[config.mk]
export PLATFORM = sky130hd
export DESIGN_NAME = video_palframe_gen_flat
export DESIGN_NICKNAME = d
export VERILOG_FILES = /design/src/rtl/video_palframe_gen_if.sv /design/src/rtl/video_palframe_gen.sv /design/src/flat_wrapper.sv
export SDC_FILE = /design/constraint.sdc
export NUM_CORES = 1
export LEC_CHECK = 0
export ABC_AREA = 1
export ABC_CLOCK_PERIOD_IN_PS = 1280
export BUFFER_PORTS_ARGS = -buffer_cell sky130_fd_sc_hd__buf_4
export CAP_MARGIN = 20
export CORE_MARGIN = 2
export CORE_UTILIZATION = 35
export CTS_BUF_LIST = sky130_fd_sc_hd__clkbuf_4
export DETAILED_ROUTE_END_ITERATION = 8
export GPL_ROUTABILITY_DRIVEN = 0
export PLACE_DENSITY_LB_ADDON = 0.25
export SLEW_MARGIN = 5
export SYNTH_ARGS = -nofsm -noshare
export SYNTH_HDL_FRONTEND = slang
export SYNTH_SLANG_ARGS = --single-unit
[constraint.sdc]
create_clock -name clk -period 1.28 [get_ports clk]
set_input_delay 0.256 -clock clk [delete_from_list [all_inputs] [get_ports clk]]
set_output_delay 0.256 -clock clk [all_outputs]
set_load 0.005 [all_outputs]
[src/rtl/video_palframe_gen_if.sv]
// -----------------------------------------------------------------------------
// video_palframe_gen_if
//
// CPU-side palette bus for video_palframe_gen: a write port that is accepted
// every clock, and a level-request / pulse-acknowledge readback port.
//
// Readback handshake (one description for every user of this bus):
//   The master raises pal_rd_req and holds it with pal_rd_addr stable until it
//   sees pal_rd_ack. pal_rd_addr is captured on the first clock in which the
//   slave sees pal_rd_req high while idle. pal_rd_ack is a single-cycle pulse
//   and pal_rd_data is valid in that cycle; pal_rd_data then holds until the
//   next ack. After an ack the master must drop pal_rd_req for at least one
//   clock before the next request; a held request is never acknowledged twice.
//   Dropping pal_rd_req before the ack abandons the request with no ack.
//
// Signals:
//   pal_we       master->slave  write strobe, one entry per clock
//   pal_waddr    master->slave  write address {bank,index}
//   pal_wdata    master->slave  write data
//   pal_rd_req   master->slave  readback request (level)
//   pal_rd_addr  master->slave  readback address {bank,index}
//   pal_rd_ack   slave->master  one-cycle readback acknowledge
//   pal_rd_data  slave->master  readback data
// -----------------------------------------------------------------------------
interface video_palframe_gen_if #(
  parameter int IDX_W  = 4,
  parameter int COL_W  = 6,
  parameter int BANK_W = 1
);

  localparam int ADDR_W = BANK_W + IDX_W;

  logic              pal_we;
  logic [ADDR_W-1:0] pal_waddr;
  logic [COL_W-1:0]  pal_wdata;
  logic              pal_rd_req;
  logic [ADDR_W-1:0] pal_rd_addr;
  logic              pal_rd_ack;
  logic [COL_W-1:0]  pal_rd_data;

  modport master (
    output pal_we,
    output pal_waddr,
    output pal_wdata,
    output pal_rd_req,
    output pal_rd_addr,
    input  pal_rd_ack,
    input  pal_rd_data
  );

  modport slave (
    input  pal_we,
    input  pal_waddr,
    input  pal_wdata,
    input  pal_rd_req,
    input  pal_rd_addr,
    output pal_rd_ack,
    output pal_rd_data
  );

endinterface

[src/rtl/video_palframe_gen.sv]
// -----------------------------------------------------------------------------
// video_palframe_gen
//
// Per-clock palette mixer between the pixel/border generators and the DAC.
// Each clock it picks the pixel index inside the pixel window (hpix & vpix) or
// the border index outside it. It prefixes the currently displayed bank and
// looks the result up in a multi-bank palette RAM. The output is forced to 0
// while blanked. Latency from inputs to color/blank_out is exactly 2 clocks.
//
// The displayed bank follows bank_sel only on clocks where vblank is high, so
// a bank change never tears a visible frame. The CPU can write the palette
// every clock and can read it back through a request/ack port. A readback is
// only serviced while the display pipeline is blanked, so it never steals the
// RAM read port from the display.
//
// Ports:
//   clk           video clock
//   rst_n         asynchronous active-low reset
//   hpix, vpix    horizontal / vertical pixel window
//   hblank,vblank horizontal / vertical blank
//   pixels        pixel colour index
//   border        border colour index
//   bank_sel      requested display bank
//   pal_bus       palette write + readback bus (slave side)
//   color         final colour, 0 while blanked
//   blank_out     blank flag aligned with color
//   dbg_rd_state  readback FSM state (0 IDLE, 1 WAIT, 2 READ, 3 ACK)
// -----------------------------------------------------------------------------
module video_palframe_gen #(
  parameter int IDX_W  = 4,
  parameter int COL_W  = 6,
  parameter int BANK_W = 1
) (
  input  logic                clk,
  input  logic                rst_n,
  input  logic                hpix,
  input  logic                vpix,
  input  logic                hblank,
  input  logic                vblank,
  input  logic [IDX_W-1:0]    pixels,
  input  logic [IDX_W-1:0]    border,
  input  logic [BANK_W-1:0]   bank_sel,
  video_palframe_gen_if.slave pal_bus,
  output logic [COL_W-1:0]    color,
  output logic                blank_out,
  output logic [1:0]          dbg_rd_state
);

  localparam int ADDR_W = BANK_W + IDX_W;
  localparam int DEPTH  = 1 << ADDR_W;

  typedef enum logic [1:0] {
    S_IDLE = 2'd0,
    S_WAIT = 2'd1,
    S_READ = 2'd2,
    S_ACK  = 2'd3
  } rd_state_e;

  // ---------------------------------------------------------------------------
  // Palette storage. Not reset: contents are undefined until written.
  // All reads use non-blocking semantics, so a read at the same edge as a
  // write to that address returns the old entry.
  // ---------------------------------------------------------------------------
  logic [COL_W-1:0] pal_q [DEPTH];

  always_ff @(posedge clk) begin
    if (pal_bus.pal_we) begin
      pal_q[pal_bus.pal_waddr] <= pal_bus.pal_wdata;
    end
  end

  // ---------------------------------------------------------------------------
  // Display bank: only follows bank_sel during vertical blank.
  // ---------------------------------------------------------------------------
  logic [BANK_W-1:0] bank_cur_q, bank_cur_d;

  always_comb begin
    bank_cur_d = bank_cur_q;
    if (vblank) begin
      bank_cur_d = bank_sel;
    end
  end

  always_ff @(posedge clk or negedge rst_n) begin
    if (!rst_n) begin
      bank_cur_q <= '0;
    end else begin
      bank_cur_q <= bank_cur_d;
    end
  end

  // ---------------------------------------------------------------------------
  // Stage 1: index select, blank combine, full RAM address.
  // ---------------------------------------------------------------------------
  logic [ADDR_W-1:0] addr1_q, addr1_d;
  logic              blk1_q,  blk1_d;
  logic [IDX_W-1:0]  idx1;

  always_comb begin
    idx1    = (hpix && vpix) ? pixels : border;
    blk1_d  = hblank || vblank;
    addr1_d = {bank_cur_q, idx1};
  end

  // blk1 resets to "blanked" so the first clock after reset never exposes an
  // unwritten palette entry on color.
  always_ff @(posedge clk or negedge rst_n) begin
    if (!rst_n) begin
      addr1_q <= '0;
      blk1_q  <= 1'b1;
    end else begin
      addr1_q <= addr1_d;
      blk1_q  <= blk1_d;
    end
  end

  // ---------------------------------------------------------------------------
  // Stage 2: palette lookup and blanking.
  // ---------------------------------------------------------------------------
  logic [COL_W-1:0] color_q;
  logic             blank_q;

  always_ff @(posedge clk or negedge rst_n) begin
    if (!rst_n) begin
      color_q <= '0;
      blank_q <= 1'b1;
    end else begin
      color_q <= blk1_q ? '0 : pal_q[addr1_q];
      blank_q <= blk1_q;
    end
  end

  assign color     = color_q;
  assign blank_out = blank_q;

  // ---------------------------------------------------------------------------
  // Readback FSM.
  // The display only reads the RAM when stage 1 holds an unblanked address,
  // so WAIT moves to READ only when blk1 is set. The RAM read and the ack
  // are registered on the WAIT->READ edge. That makes pal_rd_ack high for
  // exactly the cycle spent in READ, with pal_rd_data valid alongside it.
  // ---------------------------------------------------------------------------
  rd_state_e         state_q, state_d;
  logic [ADDR_W-1:0] rd_addr_q, rd_addr_d;
  logic [COL_W-1:0]  rd_data_q;
  logic              rd_ack_q;
  logic              load_rd;

  always_comb begin
    state_d   = state_q;
    rd_addr_d = rd_addr_q;
    load_rd   = 1'b0;
    unique case (state_q)
      S_IDLE: begin
        if (pal_bus.pal_rd_req) begin
          rd_addr_d = pal_bus.pal_rd_addr;
          state_d   = S_WAIT;
        end
      end
      S_WAIT: begin
        if (!pal_bus.pal_rd_req) begin
          state_d = S_IDLE;
        end else if (blk1_q) begin
          state_d = S_READ;
          load_rd = 1'b1;
        end
      end
      S_READ: begin
        state_d = S_ACK;
      end
      S_ACK: begin
        if (!pal_bus.pal_rd_req) begin
          state_d = S_IDLE;
        end
      end
      default: begin
        state_d = S_IDLE;
      end
    endcase
  end

  always_ff @(posedge clk or negedge rst_n) begin
    if (!rst_n) begin
      state_q   <= S_IDLE;
      rd_addr_q <= '0;
      rd_data_q <= '0;
      rd_ack_q  <= 1'b0;
    end else begin
      state_q   <= state_d;
      rd_addr_q <= rd_addr_d;
      rd_ack_q  <= load_rd;
      if (load_rd) begin
        rd_data_q <= pal_q[rd_addr_q];
      end
    end
  end

  assign pal_bus.pal_rd_ack  = rd_ack_q;
  assign pal_bus.pal_rd_data = rd_data_q;
  assign dbg_rd_state        = state_q;

endmodule

[src/flat_wrapper.sv]
// flat-port wrapper written by rule: the top's interface ports become plain ports
module video_palframe_gen_flat 
#(
  parameter int IDX_W  = 4,
  parameter int COL_W  = 6,
  parameter int BANK_W = 1
)
  (clk, rst_n, hpix, vpix, hblank, vblank, pixels, border, bank_sel, color, blank_out, dbg_rd_state, pal_bus_pal_we, pal_bus_pal_waddr, pal_bus_pal_wdata, pal_bus_pal_rd_req, pal_bus_pal_rd_addr, pal_bus_pal_rd_ack, pal_bus_pal_rd_data);
  video_palframe_gen_if #(.IDX_W(IDX_W), .COL_W(COL_W), .BANK_W(BANK_W)) pal_bus_i ();
  input  logic clk;
  input  logic rst_n;
  input  logic hpix;
  input  logic vpix;
  input  logic hblank;
  input  logic vblank;
  input  logic [IDX_W-1:0] pixels;
  input  logic [IDX_W-1:0] border;
  input  logic [BANK_W-1:0] bank_sel;
  output logic [COL_W-1:0] color;
  output logic blank_out;
  output logic [1:0] dbg_rd_state;
  input wire logic [$bits(pal_bus_i.pal_we)-1:0] pal_bus_pal_we;
  input wire logic [$bits(pal_bus_i.pal_waddr)-1:0] pal_bus_pal_waddr;
  input wire logic [$bits(pal_bus_i.pal_wdata)-1:0] pal_bus_pal_wdata;
  input wire logic [$bits(pal_bus_i.pal_rd_req)-1:0] pal_bus_pal_rd_req;
  input wire logic [$bits(pal_bus_i.pal_rd_addr)-1:0] pal_bus_pal_rd_addr;
  output wire logic [$bits(pal_bus_i.pal_rd_ack)-1:0] pal_bus_pal_rd_ack;
  output wire logic [$bits(pal_bus_i.pal_rd_data)-1:0] pal_bus_pal_rd_data;
  assign pal_bus_i.pal_we = pal_bus_pal_we;
  assign pal_bus_i.pal_waddr = pal_bus_pal_waddr;
  assign pal_bus_i.pal_wdata = pal_bus_pal_wdata;
  assign pal_bus_i.pal_rd_req = pal_bus_pal_rd_req;
  assign pal_bus_i.pal_rd_addr = pal_bus_pal_rd_addr;
  assign pal_bus_pal_rd_ack = pal_bus_i.pal_rd_ack;
  assign pal_bus_pal_rd_data = pal_bus_i.pal_rd_data;
  video_palframe_gen #(.IDX_W(IDX_W), .COL_W(COL_W), .BANK_W(BANK_W)) u_core (.clk(clk), .rst_n(rst_n), .hpix(hpix), .vpix(vpix), .hblank(hblank), .vblank(vblank), .pixels(pixels), .border(border), .bank_sel(bank_sel), .pal_bus(pal_bus_i), .color(color), .blank_out(blank_out), .dbg_rd_state(dbg_rd_state));
endmodule
==> flow_metrics.tcl, run 1 <==
set metrics [dict create \
    status "finished, violations left" \
    violations "negative setup slack" \
    clockBufferDepth 3 \
    grt_pass1_wl_um 57600 \
    antenna_found_initial 1 \
    maxCapViolCount 0 \
    postSynthCellCount 1200 \
    critPathKind "reg -> reg" \
    clk_latency_ps 700 \
    finalSetupTns_ps -7180 \
    dp.cells 1677 \
    die_area_um2 32400 \
    portBuffers 48 \
    r2r_start "u_core.rd_addr_q[0]" \
    areaGrowthSynthToFinish_pct 35.5 \
    rsz0062_at_grt "true" \
    core-area_um2 30600 \
    die_x_um 180 \
    peakVddDrop_uv 706 \
    rrSetupSlack_ps -360 \
    drc 0 \
    cts.sinks 220 \
    vias_per_cell 5.46 \
    final_common_cell "nand2_1" \
    drive_gt1_share_pct 33.1 \
    finalNetCount 1428 \
    setup_viol 28 \
    initial_core_util_pct 35.5 \
    layout.area.seq_um2 6480 \
    layout_setup_ws_ps -360 \
    ant_nets 0 \
    routedWlPerCell_um 21.1 \
    rr_worst_depth 12 \
    row_count 64 \
    syn_avg_cell_area_um2 9.04 \
    cts_tree "done" \
    mostFrequentLayoutCells "nand2_1, nand3_1, edfxtp_1" \
    p_leak_nw 6.02 \
    cts.clk_slew.worst_paths_ps 60 \
    ys_ff_latch 220 \
    slew_headroom_pct 67.4 \
    fmax_mhz 610 \
    grt_pass1_vias 9737 \
    cp.required_ps 1850 \
    worst_setup_path_end_kind "flop" \
    cp.arrival_ps 2210 \
    tightestPinTransition_ps 487 \
    layout_min_cycle_time_ps 1640 \
    reg2reg_to "u_core.pal_bus.pal_rd_data[5]" \
    ys_warn_count 0 \
    synth_fp_nets 1233 \
    fillerInstances 2825 \
    period_share_pct 128 \
    cts_buffers 59 \
    netlist_area_um2 10800 \
    h-tree-depth 2 \
    hp-class "in -> async" \
    fin_util_pct 48.0 \
    slew_viol_final 0 \
    fin_area_um2 14700 \
    placed_area_um2 12300 \
    synth_cell_type_count 21 \
    critical_path.max_fanout 7 \
    seq_area_frac_synth_pct 59.7 \
    dp_hpwl_um 23900 \
    grt_max_degree 37 \
    grt-ovfl-total 0 \
    hold_viol 0 \
    drtPass1Iterations 6 \
    p_per_area_nw_per_um2 1770 \
    track_usage_pct 23.3 \
    startpoint_type "flop" \
    final_cells 1837 \
    multi_input_area_um2 4540 \
    die_height_um 180 \
    finalClockSkew_ps 31.8 \
    drt_wl_total_um 38800 \
    initialDrtViolationCount 1318 \
    boundaryPins 49 \
    finalHoldWorstSlack_ps 89.7 \
    cts-root-buf "clkbuf_4" \
    vias 10000 \
]
per-stage QoR:
| stage | power [mW] | setup slack, ps |
|---|---|---|
| 6_report | 26.0 | -360 |
| 5_1_grt | 27.2 | -449 |
| 4_1_cts | 25.2 | -316 |
| 3_5_place_dp | 16.8 | -427 |
| 3_3_place_gp | 16.7 | -405 |
| 2_1_floorplan | 13.3 | -36.1 |
layer usage:
| layer | routed length (um) | global-route usage (%) |
|---|---|---|
| met5 | 0 | 0 |
| met1 | 16200 | 31.8 |
| met3 | 3780 | 5.01 |
| met2 | 17600 | 36.3 |
| met4 | 1150 | 9.32 |
final cells by class:
cell class,count,share of cell area [%]
Timing Repair Buffer,210,15.9
Inverter,18,0.673
Multi-Input combinational cell,886,30.9
Sequential cell,220,44.1
Clock buffer,89,4.55
Tap cell,396,3.37
Antenna cell,1,0.0170
Clock inverter,17,0.477
critical path: stages (launching register included):
cell	delay, ps
dfrtp_2	370
buf_12	150
clkinv_16	90
buf_12	150
buf_4	130
nand2_1	50
nand3_1	80
nand3_2	100
nand2_2	80
nand2_1	80
nand3_1	90
nand3_2	80
nand2_1	50
flip-flops by register name (all words and copies together) (netlist names), named ones only:
| signal | flops |
|---|---|
| u_core.blk1_q | 1 |
| u_core.dbg_rd_state | 1 |
| u_core.bank_cur_q | 1 |
| u_core.color | 6 |
| u_core.rd_addr_q | 5 |
| u_core.pal_bus.pal_rd_ack | 1 |
| u_core.addr1_q | 5 |
| u_core.pal_bus.pal_rd_data | 6 |
| u_core.pal_q | 192 |
| u_core.blank_out | 1 |
how the worst max path moves through the flow:
stage / startpoint / endpoint / slack, ps / cells after the start
global placement: u_core.addr1_q[1] / u_core.color[1] / -410 / 7
CTS: u_core.pal_bus.pal_rd_data[4] / pal_bus_pal_rd_data[4] / -320 / 1
global route: u_core.addr1_q[0] / u_core.color[5] / -450 / 12
finish: u_core.rd_addr_q[0] / u_core.pal_bus.pal_rd_data[5] / -360 / 12
floorplan: u_core.rd_addr_q[0] / u_core.pal_bus.pal_rd_data[2] / -40 / 11
detailed placement: u_core.addr1_q[0] / u_core.color[0] / -430 / 9
cells by family after synthesis:
| logic type | Yosys count | share of synthesized area, % |
|---|---|---|
| buffers and inverters | 94 | 5.28 |
| muxes | 5 | 0.519 |
| and+or+nand+nor | 830 | 32.1 |
| DFF | 220 | 59.7 |
| AOI/OAI and AO/OA | 51 | 2.41 |
timing repair:
item,CTS,global route
gates cloned,8,2
setup endpoints to repair,28,30
pin swaps,63,43
setup buffers,18,2
resized for setup,166,83
hold buffers,27,0
endpoints found under the hold margin,101,0
Yosys cell counts:
master / number / area share, %
a21oi_1: 12 / 0.55
buf_1: 4 / 0.14
buf_2: 36 / 1.7
buf_4: 4 / 0.28
buf_6: 20 / 2.1
clkbuf_1: 12 / 0.42
dfrtp_1: 26 / 6.0
dfstp_2: 2 / 0.48
edfxtp_1: 192 / 53
inv_1: 13 / 0.45
inv_2: 3 / 0.10
inv_6: 2 / 0.16
mux2_2: 5 / 0.52
nand2_1: 464 / 16
nand3_1: 288 / 13
nor2_1: 76 / 2.6
nor3_2: 1 / 0.092
o21ai_0: 20 / 0.92
o21ai_1: 14 / 0.65
o22ai_1: 5 / 0.29
or2_2: 1 / 0.058
power breakdown:
part	switching [mW]	internal [mW]	leakage, nW	total, mW
Clock	2.93	3.16	0.448	6.08
Sequential	0.404	8.13	2.06	8.54
Combinational	6.69	4.67	3.52	11.4
Total	10.0	16.0	6.02	26.0
No activity file was read; power rests on OpenSTA's default activity.
==> run 2, diff against run 1 <==
- CELL_PAD_IN_SITES_DETAIL_PLACEMENT: not set -> 1
- CELL_PAD_IN_SITES_GLOBAL_PLACEMENT: not set -> 1
==> flow_metrics.tcl, run 2 (synthesis gave the netlist of run 1 again) <==
set metrics [dict create \
    cp.required_ps 1850 \
    setup_viol 29 \
    cts.clk_slew.worst_paths_ps 70 \
    largest_reg_flops 192 \
    rr_worst_depth 11 \
    cts-root-buf "clkbuf_4" \
    critPathKind "reg -> reg" \
    power.total_mw 27.0 \
    grt_max_degree 49 \
    hold_viol 0 \
    cts_tree "done" \
    drc 0 \
    status "finished, violations left" \
    clockBufferDepth 3 \
    dp.cells 1695 \
    row_count 64 \
    fmax_mhz 576 \
    rsz0062_at_grt "true" \
    die_x_um 180 \
    clk_latency_ps 700 \
    die_area_um2 32400 \
    cp.arrival_ps 2300 \
    fillerInstances 3456 \
    finalHoldWorstSlack_ps 45.6 \
    core-area_um2 30600 \
    r2r_start "u_core.addr1_q[0]" \
    dp_hpwl_um 27000 \
    h-tree-depth 3 \
    peakVddDrop_uv 776 \
    boundaryPins 49 \
    antenna_found_initial 1 \
    multi_input_area_um2 4460 \
    vias_per_cell 5.48 \
    vias 10300 \
    slew_viol_final 0 \
    drtPass1Iterations 5 \
    p_leak_nw 6.21 \
    grt_pass1_wl_um 64600 \
    routedWlPerCell_um 23.5 \
    maxCapViolCount 0 \
    final_common_cell "nand2_1" \
    slew_headroom_pct 67.0 \
    p_per_area_nw_per_um2 1800 \
    finalNetCount 1464 \
    layout_min_cycle_time_ps 1740 \
    fin_util_pct 49.0 \
    critical_path.max_fanout 8 \
    tightestPinTransition_ps 495 \
    mostFrequentLayoutCells "nand2_1, nand3_1, edfxtp_1" \
    p_sw_mw 10.4 \
    finalSetupTns_ps -8440 \
    p_int_mw 16.6 \
    startpoint_type "flop" \
    power_frac_seq_pct 31.6 \
    grt_pass1_vias 10800 \
    portBuffers 48 \
    power_frac_comb_pct 42.0 \
    rrSetupSlack_ps -460 \
    layout.area.seq_um2 6480 \
    ant_nets 0 \
    final_cells 1877 \
    regMostFlops "u_core.pal_q" \
    die_height_um 180 \
    reg2reg_to "u_core.color[5]" \
    drive_gt1_share_pct 32.9 \
    hp-class "in -> async" \
    drt_wl_total_um 44000 \
    grt-ovfl-total 0 \
    switching_share_pct 38.5 \
    initial_core_util_pct 35.5 \
    initialDrtViolationCount 688 \
    layout_setup_ws_ps -457 \
    cts_buffers 67 \
    violations "negative setup slack" \
    cts.sinks 220 \
    track_usage_pct 26.5 \
    clock_power_share_pct 26.4 \
    period_share_pct 136 \
    finalClockSkew_ps 42.7 \
    worst_setup_path_end_kind "flop" \
    areaGrowthSynthToFinish_pct 38.1 \
]
run 2: cell count changes in the layout (fill, tap and decap cells not counted), moves of 5 or more:
cell and delta:
clkbuf_4 +12, nand2_1 +40, nor2_2 +5, nand2_2 -39, buf_4 +28
run 2: repair_timing:
item	in CTS	in global routing
hold buffers	24	1
endpoints found under the setup margin	28	33
gates cloned	8	3
hold endpoints to repair	81	1
gates resized for setup	100	127
buffers inserted	22	9
pin swaps	28	40
run 2: cell type report:
cell class / count / share of cell area [%]
Sequential cell: 220 / 43.3
Tap cell: 396 / 3.31
Inverter: 18 / 0.652
Timing Repair Buffer: 238 / 17.2
Antenna cell: 1 / 0.0167
Clock inverter: 17 / 0.718
Multi-Input combinational cell: 886 / 29.8
Clock buffer: 101 / 5.06
run 2: how the worst max path moves through the flow:
stage	start	to	cells past startpoint
floorplan	u_core.rd_addr_q[0]	u_core.pal_bus.pal_rd_data[2]	11
global placement	u_core.addr1_q[1]	u_core.color[5]	10
detailed placement	u_core.addr1_q[0]	u_core.color[3]	8
CTS	u_core.rd_addr_q[0]	u_core.pal_bus.pal_rd_data[0]	11
global route	u_core.addr1_q[0]	u_core.color[3]	11
finish	u_core.addr1_q[0]	u_core.color[5]	11
run 2: metal layers:
metal / up-vias / global-route usage (%) / part of all wire, %
met1: 5186 / 34.8 / 42
met5: - / 0 / 0
met4: 0 / 12.4 / 4.2
li1: 4578 / - / -
met2: 403 / 43.3 / 48
met3: 115 / 3.92 / 5.7
run 2: metrics by stage:
| step | setup WS [ps] | area [um2] |
|---|---|---|
| floorplan | -36.1 | 10900 |
| global placement | -511 | 12400 |
| detailed placement | -524 | 12400 |
| CTS | -407 | 14400 |
| global route | -526 | 15000 |
| finish | -457 | 15000 |
run 2: power groups by stage:
stage	Sequential [mW]	Combinational (mW)	Clock, mW
after floorplan	8.46	4.88	0
after global placement	8.60	8.33	0
after detailed placement	8.60	8.43	0
after CTS	8.50	10.3	7.28
after global routing	8.54	12.1	7.62
final	8.52	11.3	7.12
run 2: critical path, stage by stage (launching register included):
cell and delay [ps]:
dfrtp_4 530, clkinv_8 130, buf_12 160, buf_8 140, nand2_1 70, nand3_2 80
nand3_2 70, nand2_2 50, nand2_2 90, nand2_2 90, o21ai_4 160, nor2_1 60
